File: config.mk
export PLATFORM = sky130hd
export DESIGN_NAME = register_file_mp
export DESIGN_NICKNAME = d
export VERILOG_FILES = /design/src/rtl/register_file_mp.sv
export SDC_FILE = /design/constraint.sdc
export NUM_CORES = 2
export LEC_CHECK = 0
export ABC_CLOCK_PERIOD_IN_PS = 5800
export BUFFER_PORTS_ARGS = -buffer_cell sky130_fd_sc_hd__buf_4
export CAP_MARGIN = 15
export CORE_ASPECT_RATIO = 0.8
export CORE_UTILIZATION = 54
export CTS_BUF_LIST = sky130_fd_sc_hd__clkbuf_8
export CTS_CLUSTER_SIZE = 25
export DETAILED_ROUTE_END_ITERATION = 6
export PLACE_DENSITY = 0.75
export SETUP_SLACK_MARGIN = 0.1
export SLEW_MARGIN = 20
export SYNTH_ARGS = -nofsm -noshare
export SYNTH_HDL_FRONTEND = slang
export SYNTH_SLANG_ARGS = --single-unit
File: constraint.sdc
create_clock -name clock -period 5.8 [get_ports clock]
set_clock_uncertainty 0.2 [all_clocks]
set_input_delay 1.16 -clock clock [delete_from_list [all_inputs] [get_ports clock]]
set_output_delay 1.16 -clock clock [all_outputs]
set_load 0.02 [all_outputs]
File: src/rtl/register_file_mp.sv
// Multi-ported register file with a per-register busy scoreboard, same-cycle
// write-to-read bypass and an optional hardwired zero register.

module register_file_mp_rd #(
  parameter int Nloc   = 32,
  parameter int Dbits  = 32,
  parameter int A      = 5,
  parameter bit BYPASS = 1'b1
) (
  input  logic                       en,
  input  logic [A-1:0]               ra,
  input  logic [Nloc-1:0][Dbits-1:0] rf,
  input  logic [Nloc-1:0]            busy,
  input  logic [Nloc-1:0]            whit,
  input  logic [Nloc-1:0][Dbits-1:0] wval,
  input  logic [Nloc-1:0]            rhit,
  output logic [Dbits-1:0]           rd,
  output logic                       rb
);
  // Addresses past Nloc read as an empty, idle register.
  always_comb begin
    rd = '0;
    rb = 1'b0;
    if (en && int'(ra) < Nloc) begin
      if (BYPASS && whit[ra]) begin
        rd = wval[ra];
        rb = rhit[ra];
      end else begin
        rd = rf[ra];
        rb = busy[ra];
      end
    end
  end
endmodule

module register_file_mp #(
  parameter  int Nloc     = 32,
  parameter  int Dbits    = 32,
  parameter  int NR       = 2,
  parameter  int NW       = 1,
  parameter  bit ZERO_REG = 1'b1,
  parameter  bit BYPASS   = 1'b1,
  localparam int A        = (Nloc > 1) ? $clog2(Nloc) : 1,
  localparam int CW       = $clog2(Nloc + 1)
) (
  input  logic                clock,
  input  logic                reset_n,
  input  logic [NW-1:0]       wr,
  input  logic [NW*A-1:0]     WriteAddr,
  input  logic [NW*Dbits-1:0] WriteData,
  input  logic [NR*A-1:0]     ReadAddr,
  output logic [NR*Dbits-1:0] ReadData,
  output logic [NR-1:0]       ReadBusy,
  input  logic                reserve,
  input  logic [A-1:0]        ReserveAddr,
  output logic [CW-1:0]       BusyCount
);
  if (NR < 1 || NW < 1) begin : g_bad_ports
    $error("register_file_mp: NR and NW must both be >= 1");
  end

  logic [Nloc-1:0][Dbits-1:0] rf_q, rf_d;
  logic [Nloc-1:0]            busy_q, busy_d;
  logic [CW-1:0]              busy_count_q, busy_count_d;
  logic [Nloc-1:0]            whit, rhit;
  logic [Nloc-1:0][Dbits-1:0] wval;

  // Per-register write/reserve decode; ascending port scan lets the highest
  // enabled port win a conflict. Out-of-range addresses match no register.
  always_comb begin
    whit = '0;
    wval = '0;
    rhit = '0;
    for (int a = 0; a < Nloc; a++) begin
      if (a != 0 || !ZERO_REG) begin
        for (int k = 0; k < NW; k++) begin
          if (wr[k] && int'(WriteAddr[k*A +: A]) == a) begin
            whit[a] = 1'b1;
            wval[a] = WriteData[k*Dbits +: Dbits];
          end
        end
        rhit[a] = reserve && int'(ReserveAddr) == a;
      end
    end
  end

  // A reserve landing with a write leaves the register busy for the new producer.
  always_comb begin
    rf_d         = rf_q;
    busy_d       = busy_q;
    busy_count_d = '0;
    for (int a = 0; a < Nloc; a++) begin
      if (whit[a]) begin
        rf_d[a]   = wval[a];
        busy_d[a] = 1'b0;
      end
      if (rhit[a]) busy_d[a] = 1'b1;
      busy_count_d = busy_count_d + CW'(busy_d[a]);
    end
  end

  always_ff @(posedge clock or negedge reset_n) begin
    if (!reset_n) begin
      rf_q         <= '0;
      busy_q       <= '0;
      busy_count_q <= '0;
    end else begin
      rf_q         <= rf_d;
      busy_q       <= busy_d;
      busy_count_q <= busy_count_d;
    end
  end

  assign BusyCount = busy_count_q;

  for (genvar j = 0; j < NR; j++) begin : g_rd
    register_file_mp_rd #(
      .Nloc(Nloc), .Dbits(Dbits), .A(A), .BYPASS(BYPASS)
    ) u_rd (
      .en  (reset_n),
      .ra  (ReadAddr[j*A +: A]),
      .rf  (rf_q),
      .busy(busy_q),
      .whit(whit),
      .wval(wval),
      .rhit(rhit),
      .rd  (ReadData[j*Dbits +: Dbits]),
      .rb  (ReadBusy[j])
    );
  end
endmodule

After elaboration in Yosys (flattened, before gate mapping)
Cells that the tools add are included.
Word-level totals
  register bits after elaboration: 1029
  latch bits: 0
  RAM bits: 0
  memory bits (read-only): 0
  bits of input ports: 56
  output and inout bits: 72
  word-level logic and storage cells: 341
  memories: 0
Cells by class
  add/subtract/negate cells: 30
  multiply operators: 0
  divide/modulo/power cells: 0
  magnitude comparators: 2
  equal/unequal tests: 62
  shifts and indexed selects: 0
  mux-type cells: 152
  bitwise gates (word level): 0
  reduce and logical (&&, ||, !) cells: 62
Operators with widths (count)
  32-bit two-way mux: 39
  32-bit binary-select mux with 5-bit select: 4
  5-bit equality test, second input constant: 32
  6-bit by 1-bit adder with 6-bit output: 25
  1-bit two-way mux: 103
  5-bit by 4-bit equality test with 1-bit output, second input constant: 16
  1-bit logical AND: 62
  5-bit by 3-bit equality test with 1-bit output, second input constant: 8
  1-bit binary-select mux with 5-bit select: 6
  5-bit by 2-bit equality test with 1-bit output, second input constant: 4
  5-bit by 6-bit < comparator with 1-bit output, second input constant: 2
  5-bit by 1-bit equality test with 1-bit output, second input constant: 2
  5-bit by 1-bit adder with 6-bit output: 1
  4-bit by 1-bit adder with 5-bit output: 1
  3-bit by 1-bit adder with 4-bit output: 1
  2-bit by 1-bit adder with 3-bit output: 1
  1-bit by 1-bit adder with 2-bit output: 1

Depth between registers and ports, before layout
  depth in word-level cells: 35
  gate-level depth with buffers: 23
  gate-level depth less buffers: 21

Modules after synthesis
From an unflattened synthesis, not the netlist that was laid out.
Unflattened totals
  cells, all modules: 6147
  area, all modules: 78780.6 sq um
Modules (own cells, without submodules)
  register_file_mp: times used 1, cells an instance 3677, area an instance 44022.2 sq um, seq. area each 25749.7 sq um
  register_file_mp_rd: times used 2, cells an instance 1235, area an instance 17379.2 sq um, seq. area each 0.0 sq um

Least setup slack after synthesis
No wires, ideal clock.
  path kind: input -> register
  start: in WriteAddr[0]
  end: reg busy_count_q[4] (netlist: BusyCount[4])
  library setup time: 0.080 ns
  arrival time: 6.619 ns
  required time: 5.520 ns
  setup slack: -1.099 ns
  stages: 20
  path buffers: 3
  path through: buf_2 > buf_2 > nor2_1 > nand2_1 > clkbuf_1 > a22oi_1 > fa_1 > fa_1 > fa_1 > inv_1 > fa_1 > fa_1 > fa_1 > inv_1 > fa_1 > inv_1 > fa_1 > a21o_1 > a21oi_1 > xnor2_1
On the way
  cells in the longest elaborated chain, start to end: 35
  elaborated cells on any way between the ends: 185
  classes of those cells: 30 x add/sub; 31 x eq/ne; 93 x mux; 31 x reduce/logical
RTL lines
  start: declaration: RTL line 49  | input logic [NW*A-1:0] WriteAddr,
  5-bit by 2-bit equality test with 1-bit output / 5-bit by 3-bit equality test with 1-bit output (equally long branches): RTL line 77  | if (wr[k] && int'(WriteAddr[k*A +: A]) == a) begin
  1-bit logical AND: RTL line 77
  1-bit two-way mux: RTL line 77
  1-bit two-way mux: RTL line 93  | if (whit[a]) begin
  1-bit two-way mux: RTL line 97  | if (rhit[a]) busy_d[a] = 1'b1;
  1-bit by 1-bit adder with 2-bit output: RTL line 98  | busy_count_d = busy_count_d + CW'(busy_d[a]);
  2-bit by 1-bit adder with 3-bit output: RTL line 98
  3-bit by 1-bit adder with 4-bit output: RTL line 98
  4-bit by 1-bit adder with 5-bit output: RTL line 98
  5-bit by 1-bit adder with 6-bit output: RTL line 98
  6-bit by 1-bit adder with 6-bit output (24 in series): RTL line 98
  6-bit by 1-bit adder with 6-bit output *: RTL line 98
  net busy_count_d[4]: RTL line 64  | logic [CW-1:0] busy_count_q, busy_count_d;
  end signal: assignment: RTL line 110  | busy_count_q <= busy_count_d;
  end: declaration: RTL line 64
The timed path passes the listed nets; every way through them passes the cells marked *.
A chain may end at the register's enable or synchronous reset.

Worst setup path after layout
  start: in WriteAddr[2]
  end: reg busy_count_q[4] (netlist: BusyCount[4])
On the way
  cells in the longest elaborated chain, start to end: 35
  elaborated cells on any way between the ends: 185
  classes of those cells: 30 x add/sub; 31 x eq/ne; 93 x mux; 31 x reduce/logical
RTL lines
  5-bit by 3-bit equality test with 1-bit output: RTL line 77
  1-bit logical AND: RTL line 77
  1-bit two-way mux: RTL line 77
  1-bit two-way mux: RTL line 93
  1-bit two-way mux: RTL line 97
  net busy_d[2]: RTL line 63  | logic [Nloc-1:0] busy_q, busy_d;
  1-bit by 1-bit adder with 2-bit output: RTL line 98
  2-bit by 1-bit adder with 3-bit output: RTL line 98
  3-bit by 1-bit adder with 4-bit output: RTL line 98
  4-bit by 1-bit adder with 5-bit output: RTL line 98
  5-bit by 1-bit adder with 6-bit output: RTL line 98
  6-bit by 1-bit adder with 6-bit output (25 in series): RTL line 98
  net busy_count_d[4]: RTL line 64
The timed path passes the listed nets, and every way through them passes these cells.

==> flow_metrics.env <==
export IMPL_status="completed"
export IMPL_cp_num_buf_inv=7
export IMPL_syn_cell_area_mm2=0.0581
export IMPL_fp_dieW_um=369
export IMPL_area_growth_syn_to_layout_pct=11.4
export IMPL_setup_tns_ps=0
export IMPL_p_leak_nw=28.6
export IMPL_hold_viol=0
export IMPL_drt_initial_drc_count=6106
export IMPL_cts_root_buf="clkbuf_8"
export IMPL_synth_cells=4425
export IMPL_crit_slowest_cell="fa_1"
export IMPL_finalSetupViolCount=0
export IMPL_wl_per_cell_um=34.2
export IMPL_drt_wl_total_um=207000
export IMPL_port_buffers=127
export IMPL_pre_cts_slack_ps=-852
export IMPL_finalPower_mw=23.6
export IMPL_drt_first_pass_iters=6
export IMPL_grt_total_usage_pct=38.4
export IMPL_fp_dieH_um=295
export IMPL_cts_buffer_depth=3
export IMPL_async_flop_share_pct=100
export IMPL_cts_tree="done"
export IMPL_dp_cells=5764
export IMPL_yosysWarnings=0
export IMPL_max_slew_margin_pct=12.6
export IMPL_routabilityCongestion=0.987
export IMPL_clk_insertion_delay_late_ps=900
export IMPL_path_cells="buf_6 > buf_4 > nor4b_4 > buf_4 > nand2_4 > a22o_1 > inv_1 > fa_1 > fa_1 > fa_1 > inv_2 > fa_1 > fa_1 > fa_1 > inv_1 > fa_2 > inv_2 > fa_2 > a21o_1 > a21oi_2 > xnor2_1"
export IMPL_critical_path_required_ps=6380
export IMPL_syn_area_per_cell_um2=13.1
export IMPL_slew_violations=0
export IMPL_slowest_delay_ps=510
export IMPL_grt_overflow_total=0
export IMPL_worst_setup_path_start_kind="primary input"
export IMPL_cts_made_buffers=161
export IMPL_clock_sinks=1029
export IMPL_synth_edf_count=0
export IMPL_ir_drop_mv=0.824
export IMPL_antenna_found_initial=8
export IMPL_remaining_drc_errors=0
export IMPL_nNetsFinal=4605
export IMPL_cp_common_cell="fa_1"
export IMPL_whs_ps=301
export IMPL_core_mm2=0.107
export IMPL_powerDensity_mw_per_mm2=365
export IMPL_routed_via_count=43608
export IMPL_final_common_cell="mux2_2"
export IMPL_hpwl_um=122000
export IMPL_synth_distinct_cells=87
export IMPL_htreeDepth=4
export IMPL_grt_first_pass_wirelength_um=302000
export IMPL_rsz0062_at_grt="true"
export IMPL_ys_flop_type="dfrtp_1"
export IMPL_worstMarginPinSlew_ps=1310
export IMPL_final_cells=6066
export IMPL_std_cell_rows=107
export IMPL_max_freq_mhz=177
export IMPL_clkTransAtPathRegs_ps=60
export IMPL_max_cap_viol_count=0
export IMPL_die_area_mm2=0.109
export IMPL_vias_per_cell=7.19
export IMPL_fin_crit_ps=5640
export IMPL_min_period_over_period_pct=97.2
export IMPL_post_dp_cell_area_mm2=0.0612
export IMPL_ys_ff_latch=1029
export IMPL_postLayoutCellArea_mm2=0.0647
export IMPL_worstPathArrival_ps=6220
export IMPL_hp_class="reg2reg"
export IMPL_drive_gt1_share_pct=46.4
export IMPL_most_common_layout_cells="1033 x mux2_2, 1029 x dfrtp_1, 403 x mux4_2, 356 x buf_4, 329 x nand2_1"
export IMPL_initial_core_util_pct=54.5
export IMPL_crit_type="in2reg"
export IMPL_grt_max_degree=154
export IMPL_io_pins=128
export IMPL_postRouteAntennaNets=0
export IMPL_crit_path_end_kind="register"
export IMPL_finalWorstSetupSlack_ps=163
export IMPL_synth_nets=4511
export IMPL_fin_util_pct=60.7
export IMPL_cp_max_fo=6
export IMPL_crit_family="adder cells"
export IMPL_grt_pass1_vias=43344
export IMPL_ys_seq_area_share_pct=44.3
-- repair_timing --
action / CTS / global route
endpoints found under the setup margin: 1 / 6
hold endpoints to repair: 15 / 0
hold buffers: 1 / 0
pin swaps: 0 / 5
setup buffers: 0 / 7
resized for setup: 1 / 21
-- final cells by class --
class                   count  area (um^2)
diodes                      7         17.5
clock buffers             210         2890
repair buffers            395         3390
fillers                  8301        41800
inverters                  65          244
multi-input cells        2867        30200
clock inverters            76          493
well taps                1417         1770
flip-flops and latches   1029        25700
-- sequential cells by signal, summed over array words and instances, names as in the netlist --
name / count
BusyCount: 6
rf_q: 992
busy_q: 31
-- metal layers --
| layer | part of all wire, % | wire [um] | GRT usage [%] | vias to the layer above |
|---|---|---|---|---|
| met5 | 0.049 | 101 | 0.350 | - |
| met4 | 6.3 | 13000 | 21.4 | 10 |
| met3 | 14 | 29600 | 13.7 | 826 |
| met2 | 42 | 87800 | 54.2 | 3246 |
| met1 | 37 | 76900 | 51.7 | 22438 |
| li1 | - | - | - | 17088 |
-- report_power, final --
part / leakage [nW] / total [mW] / switching [mW] / internal (mW)
registers: 13.1 / 9.72 / 1.05 / 8.67
clock network: 1.90 / 6.56 / 3.10 / 3.46
logic: 13.5 / 7.35 / 3.39 / 3.96
-- kinds of logic after synthesis --
kind of cell,after synthesis,share of synthesized area (%)
xor gates and xnor gates,20,0.314
DFF,1029,44.3
AOI/OAI and AO/OA,607,7.42
and+or+nand+nor,665,5.14
buffers and inverters,529,4.34
muxes,1545,37.5
adders and majority gates,30,0.943
-- Yosys cell counts, types with 76 or more instances --
cell,instances,share of area [%]
mux2_2,1033,20
dfrtp_1,1029,44
mux4_2,403,16
nand2_1,352,2.3
clkbuf_1,250,1.6
mux2i_1,109,1.9
buf_2,103,0.89
o21ai_0,103,0.89
nor2_1,95,0.61
o22ai_1,91,0.98
a221oi_1,79,1.2
buf_4,76,0.98
-- worst paths after layout --
path                              start      endpoint  slack, ps  cells past startpoint
max                        WriteAddr[2]  BusyCount[4]        160                     21
min                           rf_q[992]     rf_q[992]        300                      2
max reg2reg                  busy_q[28]  BusyCount[4]        670                     16
min reg2reg                   rf_q[992]     rf_q[992]        300                      2
max in group asynchronous       reset_n     rf_q[803]       2500                      5
min in group asynchronous       reset_n     rf_q[154]        550                      2
-- worst register-to-register path, delay by kind of cell, from the launching register on --
family / cells / cell delay [ps]
compound gates: 3 / 580
xor+xnor: 1 / 130
fa+ha+maj: 8 / 3450
buf+inv: 4 / 260
flops: 1 / 430
(Power assumes the default switching activity.)
